===== src/rtl/serial_word_rx.sv =====
// serial_word_rx: framed serial-to-parallel receiver (sin/sin_valid/sof/dir in, dout/dout_valid/dout_ready handshake, busy/frame_err/overrun status)
module serial_word_rx #(
  parameter int WIDTH = 4
) (
  input  logic             clk,
  input  logic             reset_n,
  input  logic             sin,
  input  logic             sin_valid,
  input  logic             sof,
  input  logic             dir,
  output logic [WIDTH-1:0] dout,
  output logic             dout_valid,
  input  logic             dout_ready,
  output logic             busy,
  output logic             frame_err,
  output logic             overrun
);
  localparam int CW = $clog2(WIDTH + 1);
  typedef enum logic {IDLE, SHIFT} state_t;
  state_t state_q, state_d;
  logic [CW-1:0] cnt_q, cnt_d;
  logic [WIDTH-1:0] sh_q, sh_d, dout_q, dout_d, ld, shf;
  logic dir_q, dir_d, dv_q, dv_d, fe_q, fe_d, ov_q, ov_d, take, step, done;
  always_comb begin
    ld = dir ? {{(WIDTH-1){1'b0}}, sin} : {sin, {(WIDTH-1){1'b0}}};
    shf = dir_q ? {sh_q[WIDTH-2:0], sin} : {sin, sh_q[WIDTH-1:1]};
    take = sin_valid && sof;
    step = sin_valid && !sof && state_q == SHIFT;
    done = step && cnt_q == CW'(WIDTH - 1);
    state_d = take ? SHIFT : done ? IDLE : state_q;
    cnt_d = take ? CW'(1) : done ? '0 : step ? cnt_q + CW'(1) : cnt_q;
    sh_d = take ? ld : step ? shf : sh_q;
    dir_d = take ? dir : dir_q;
    fe_d = sin_valid && ((state_q == SHIFT) == sof);
    ov_d = done && dv_q && !dout_ready;
    dv_d = done || (dv_q && !dout_ready);
    dout_d = (done && !ov_d) ? shf : dout_q;
  end
  always_ff @(posedge clk or negedge reset_n) begin
    if (!reset_n) begin
      state_q <= IDLE;
      cnt_q <= '0;
      sh_q <= '0;
      dir_q <= 1'b0;
      dout_q <= '0;
      dv_q <= 1'b0;
      fe_q <= 1'b0;
      ov_q <= 1'b0;
    end else begin
      state_q <= state_d;
      cnt_q <= cnt_d;
      sh_q <= sh_d;
      dir_q <= dir_d;
      dout_q <= dout_d;
      dv_q <= dv_d;
      fe_q <= fe_d;
      ov_q <= ov_d;
    end
  end
  assign dout = dout_q;
  assign dout_valid = dv_q;
  assign busy = state_q == SHIFT;
  assign frame_err = fe_q;
  assign overrun = ov_q;
endmodule


===== config.mk =====
export PLATFORM = sky130hd
export DESIGN_NAME = serial_word_rx
export DESIGN_NICKNAME = d
export VERILOG_FILES = /design/src/rtl/serial_word_rx.sv
export SDC_FILE = /design/constraint.sdc
export NUM_CORES = 1
export LEC_CHECK = 0
export ABC_AREA = 1
export BUFFER_PORTS_ARGS = -buffer_cell sky130_fd_sc_hd__buf_2
export CAP_MARGIN = 20
export CORE_AREA = 2 2 43 45
export CTS_CLUSTER_DIAMETER = 120
export DETAILED_ROUTE_END_ITERATION = 8
export DIE_AREA = 0 0 45 47
export GPL_ROUTABILITY_DRIVEN = 1
export GPL_TIMING_DRIVEN = 0
export PLACE_DENSITY = 0.79
export SYNTH_ARGS = -nofsm -noshare
export SYNTH_HDL_FRONTEND = slang
export SYNTH_SLANG_ARGS = --single-unit

===== constraint.sdc =====
create_clock -name clk -period 1.5 [get_ports clk]
set_input_delay 0.075 -clock clk [delete_from_list [all_inputs] [get_ports clk]]
set_output_delay 0.075 -clock clk [all_outputs]
set_load 0.02 [all_outputs]

==> results.json, run 1 <==
{
  "slew_violations": 0,
  "syn_inst": 96,
  "fp.coreArea_mm2": 0.001652,
  "drt-total-wl_um": 1289,
  "via_count": 614,
  "htreeDepth": 1,
  "final_nets": 125,
  "die-area_mm2": 0.002115,
  "numCtsBuffers": 3,
  "hpwl_um": 994.3,
  "status": "complete, no violations",
  "clockBufferDepth": 2,
  "ant_nets": 0,
  "critPathRequiredTime_ps": 1680,
  "routedWlPerCell_um": 9.692,
  "power_density_mw_per_mm2": 1401,
  "grt_pass1_vias": 539,
  "fin_setup_tns_ps": 0,
  "p_leak_uw": 0.0005463,
  "cts_resized": 0,
  "n_antenna_cell": 0,
  "fillers": 162,
  "avgSynthCellArea_um2": 8.133,
  "syn_nets": 104,
  "finalSetupViolCount": 0,
  "initial_utilization_pct": 47.27,
  "yosysSeqAreaShare_pct": 51.28,
  "antenna_found_initial": 0,
  "worst_setup_path_start_kind": "register",
  "post_cts_buffers": 0,
  "yosysWarningCount": 0,
  "ff_latch_area_um2": 400.4,
  "fp.dieH_um": 47,
  "end_kind": "register",
  "syn_area_um2": 780.7,
  "hold_path_class": "in2reg",
  "rrSetupSlack_ps": 320,
  "post-route-drc-count": 0,
  "multiInputGateArea_um2": 307.8,
  "grt_start_max_net_pins": 17,
  "clkSlewWorstSetupHoldPaths_ps": 90,
  "timing.fmax_ghz": 0.8471,
  "grt_usage_pct": 14.84,
  "drv_cap": 0,
  "ir_drop_mv": 0.6092,
  "via_per_inst": 4.617,
  "finalClockSkew_ps": 3.966,
  "timing.final.crit_period_ps": 1180,
  "fp.dieW_um": 45,
  "ios": 15,
  "cts_root_buffer": "clkbuf_4",
  "period_share_pct": 78.70,
  "cts_tree": "yes",
  "slew_headroom_pct": 76.72,
  "gp_congestion": 0.7734,
  "clock_latency_ps": 280,
  "worstPathMaxFanout": 7,
  "worst_pin_slew_ps": 349.2,
  "yosysUniqueCellTypes": 15,
  "cts_hold_buf": 2,
  "dp.cells": 127,
  "drt_pass1_iterations": 6,
  "cts_sinks": 16,
  "rows": 15,
  "drt_iter0_markers": 12,
  "stdcell_count": 133,
  "ys_ff_latch": 16,
  "rsz0062_at_grt": "false",
  "crit_type": "reg2reg",
  "grt_overflow": 0,
  "syn2layout_area_growth_pct": 18.91,
  "grt_first_pass_wirelength_um": 2152,
  "hold_violations": 0,
  "crit_arrival_ps": 1360,
  "io_buffer_count": 14,
  "drive_gt1_share_pct": 21.55
}
-- worst max-delay path, cell delays in order, from the launching register on --
cell and delay (ps):
dfrtp_1 370, ha_1 170, nand2_1 160, nor2_8 200, nand2_4 70, nand2_1 70
nand2_1 40
-- flip-flops by register name, summed over array words and instances (netlist names) --
signal,cells
overrun,1
dir_q,1
cnt_q,3
sh_q,4
dout_valid,1
frame_err,1
busy,1
dout,4
-- power breakdown --
part	internal (uW)	switching, uW
logic	147	279
clock network	148	132
registers	536	59.7
total	831	470
-- synth_stat cells (all sizes together) --
master | instances | area, um2
buf | 1 | 5.000
nand2 | 33 | 131.4
o21ai | 12 | 63.81
dfrtp | 16 | 400.4
inv | 18 | 67.56
ha | 1 | 12.51
a21oi | 2 | 13.76
nor2 | 6 | 38.79
nand3 | 7 | 47.55
-- cell usage in the layout (no fill, tap or decap), types with 2 or more instances in the layout --
master and count:
o21ai_0 11, dlygate4sd3_1 2, nand2_1 32, clkbuf_4 3
inv_1 17, nor2_1 5, nand3_1 6, buf_2 15
dfrtp_1 16
-- area by class of cell --
class	instances	share of cell area [%]
inverter	18	7.278
buffer	1	0.5391
timing repair buffer	16	9.704
clock buffer	4	3.908
multi-input combinational	61	33.15
sequential	16	43.13
tap	17	2.291
-- cell families (layout without fill, tap and decap cells) --
group	count (synthesis)	after routing	share of synthesized area [%]
adder cells (fa/ha/maj)	1	1	1.602
flip-flops	16	16	51.28
AND/OR/NAND/NOR	46	46	27.89
AO/OA/AOI/OAI	14	14	9.935
buffers and inverters	19	39	9.294
-- worst paths after layout --
path                          start        to  cells past startpoint
min reg2reg                 dout[1]   dout[1]                      2
max in group asynchronous   reset_n  cnt_q[0]                      2
max reg2reg                cnt_q[0]   dout[2]                      6
max                        cnt_q[0]   dout[2]                      6
min                             dir     dir_q                      3
min in group asynchronous   reset_n   dout[1]                      2
-- layer usage --
metal	routed length (um)	track usage, %	part of all wire (%)	vias up
li1	-	-	-	335
met1	562	16.19	44	259
met2	627	25.43	49	16
met3	66	3.462	5.1	4
met4	32	10.59	2.5	0
met5	0	0	0	-
-- through the flow --
stage	hold WS (ps)	util, %	power [uW]	worst slack [ps]	cell area, um2
after floorplan	-220.6	-	901.7	404.4	780.7
after global placement	-0.4728	52.80	1015	348.4	872.1
after detailed placement	3.508	52.80	1033	323.6	872.1
after CTS	14.82	56.21	1319	311.6	928.4
after global routing	43.07	56.21	1398	233.3	928.4
final	19.98	56.21	1301	319.5	928.4
No activity file was read; power rests on OpenSTA's default activity.
==> run 2, diff against run 1 <==
- ABC_AREA: 1 -> 0
- CORE_AREA: 2 2 43 45 -> 2 2 42 44
- DIE_AREA: 0 0 45 47 -> 0 0 44 46
- clock period: 1.5 -> 1.1 ns (I/O delays scaled with it)
==> run 2 against run 1 <==
Compared with the run above: the run now ends with negative setup slack left; critical endpoint is now dout[3]; power grew 59%; via count shrank 4.6%; first-iteration DRC count grew 25%; synthesized area shrank 6.6%; critical path type unchanged; setup slack lost 570 ps; global-route usage grew 1.8 points; critical path depth shrank 2; hold slack gained 6.7 ps; fmax shrank 12%.
==> results.json, run 2 <==
{
  "finalPower_uw": 2074,
  "io_buffer_count": 14,
  "critPathMaxStageDelay_ps": 400,
  "drv_cap": 0,
  "slew_violations": 0,
  "worst_setup_path_start_kind": "register",
  "yosysTopAreaCell": "dfrtp_1",
  "syn2layout_area_growth_pct": 38.42,
  "postLayoutCoreUtil_pct": 62.56,
  "fillers": 119,
  "fp.dieH_um": 46,
  "fp.dieW_um": 44,
  "via_count": 586,
  "cts_sinks": 16,
  "crit_arrival_ps": 1520,
  "grt_usage_pct": 16.65,
  "grt_overflow": 0,
  "drt_iter0_markers": 15,
  "worstPathMaxFanout": 3,
  "ios": 15,
  "yosysSeqAreaShare_pct": 54.89,
  "routedWlPerCell_um": 15.87,
  "rsz0062_at_grt": "true",
  "via_per_inst": 5.426,
  "synth_flop_cell": "dfrtp_1",
  "fin_hold_ws_ps": 26.68,
  "post-route-drc-count": 0,
  "layout_common_cells": "dfrtp_1, buf_2, buf_4",
  "cp_cell_sequence": "ha_2 > and2b_2 > and3_4 > mux2_4",
  "syn_nets": 70,
  "status": "finished, violations left",
  "end_kind": "register",
  "crit_path_top_delay_cell": "dfrtp_1",
  "hpwl_um": 1017,
  "grt_start_max_net_pins": 17,
  "grt_pass1_vias": 512,
  "hold_violations": 0,
  "synthArstFlopShare_pct": 100.0,
  "die-area_mm2": 0.002024,
  "antenna_found_initial": 0,
  "power_frac_seq_pct": 41.0,
  "final_nets": 100,
  "yosysUniqueCellTypes": 27,
  "synth-edff-count": 0,
  "initial_utilization_pct": 45.19,
  "worst-path-buf-inv": 0,
  "final_common_cell": "dfrtp_1",
  "timing.fmax_ghz": 0.7422,
  "power_frac_clock_pct": 15.5,
  "ys_ff_latch": 16,
  "gp_congestion": 0.7439,
  "drive_gt1_share_pct": 53.85,
  "ir_drop_mv": 0.7857,
  "syn_inst": 62,
  "yosys-top-cells-count": "dfrtp_1, nand2_1, nand3_1",
  "p_leak_uw": 0.0004912,
  "met1_usage_pct": 16.13,
  "hold_path_class": "in2reg",
  "clockBufferDepth": 2,
  "cts_root_buffer": "clkbuf_4",
  "grtUsageMet3_pct": 5.159,
  "p_comb_share_pct": 43.5,
  "htreeDepth": 1,
  "slew_headroom_pct": 75.22,
  "critPathRequiredTime_ps": 1280,
  "drt-total-wl_um": 1714,
  "power_density_mw_per_mm2": 2054,
  "avgSynthCellArea_um2": 11.77,
  "swShare_pct": 35.99,
  "yosysWarningCount": 0,
  "numCtsBuffers": 3,
  "worst_pin_slew_ps": 361.4,
  "p_int_uw": 1328,
  "synth_area_leaders": "dfrtp_1, mux2_2, mux2_4",
  "clock_latency_ps": 290,
  "grt_first_pass_wirelength_um": 2249,
  "global_route.usage.met2_pct": 28.82,
  "rows": 15,
  "drt_pass1_iterations": 4,
  "violations": "negative setup slack",
  "clkSlewWorstSetupHoldPaths_ps": 90,
  "timing.final.crit_period_ps": 1347,
  "setup_slack_ps": -247.3,
  "yosysTopAreaCellShare_pct": 54.89,
  "cts_tree": "yes",
  "fp.coreArea_mm2": 0.001614,
  "switchingPower_uw": 746.5,
  "critPathTopFamily": "flip-flops",
  "syn_area_um2": 729.5,
  "finalSetupViolCount": 11,
  "synth_most_common_cell": "dfrtp_1",
  "finalClockSkew_ps": 5.971,
  "busiest_layer": "met2",
  "crit_type": "reg2reg",
  "ant_nets": 0,
  "n_antenna_cell": 0,
  "period_share_pct": 122.5
}
==> run 2: what timing repair did <==
item	CTS	global route
cloned	0	1
pin swaps	2	1
endpoints found under the hold margin	16	0
gates resized for setup	7	13
hold buffers	1	0
setup buffers	3	6
setup endpoints to repair	9	13
==> run 2: cell families (layout without fill, tap and decap cells) <==
kind of cell / Yosys count / after routing / synth area share [%]
adders and majority gates: 1 / 1 / 1.715
AOI/OAI and AO/OA: 13 / 13 / 11.15
muxes: 7 / 7 / 11.49
xor gates and xnor gates: 1 / 1 / 1.201
DFF: 16 / 16 / 54.89
and+or+nand+nor: 20 / 20 / 16.47
buffers and inverters: 4 / 33 / 3.087
==> run 2: path summary, 6_finish.rpt <==
| path | slack, ps | to | startpoint | cells past startpoint |
|---|---|---|---|---|
| hold / removal | 30 | frame_err | sin_valid | 2 |
| setup reg to reg | -250 | dout[3] | cnt_q[0] | 4 |
| hold reg to reg | 500 | cnt_q[2] | cnt_q[2] | 2 |
| setup / recovery | -250 | dout[3] | cnt_q[0] | 4 |
| min in group asynchronous | 220 | dout_valid | reset_n | 2 |
| max in group asynchronous | 600 | busy | reset_n | 2 |
==> run 2: power by group through the flow <==
stage | clock network, uW | logic [uW] | registers, uW
after floorplan | 0 | 314 | 963
after global placement | 0 | 589 | 852
after detailed placement | 0 | 607 | 863
after CTS | 328 | 721 | 848
after global routing | 348 | 983 | 870
final | 321 | 902 | 851
==> run 2: routing by layer <==
| layer | wire (um) | part of all wire (%) |
|---|---|---|
| met1 | 702 | 41 |
| met2 | 871 | 51 |
| met3 | 92 | 5.4 |
| met4 | 47 | 2.7 |
| met5 | 0 | 0 |
==> run 2: cell type report <==
cell class	instances	area, um2	area share [%]
flip-flops and latches	16	401.6	39.78
multi-input cells	42	367.9	36.43
repair buffers	25	162.7	16.11
clock buffers	4	26.28	2.602
plain buffers	2	22.52	2.230
well taps	17	21.27	2.107
inverters	2	7.507	0.7435
==> run 2: metrics by stage <==
step / instance area, um2 / std cells / TNS [ps] / setup WS [ps]
after global routing: 1010 / 108 / -2202 / -287.0
after CTS: 915.9 / 101 / -1342 / -240.3
after floorplan: 734.5 / 62 / -580.3 / -249.5
after global placement: 825.8 / 93 / -787.4 / -282.8
after detailed placement: 825.8 / 93 / -1101 / -308.1
final: 1010 / 108 / -1559 / -247.3
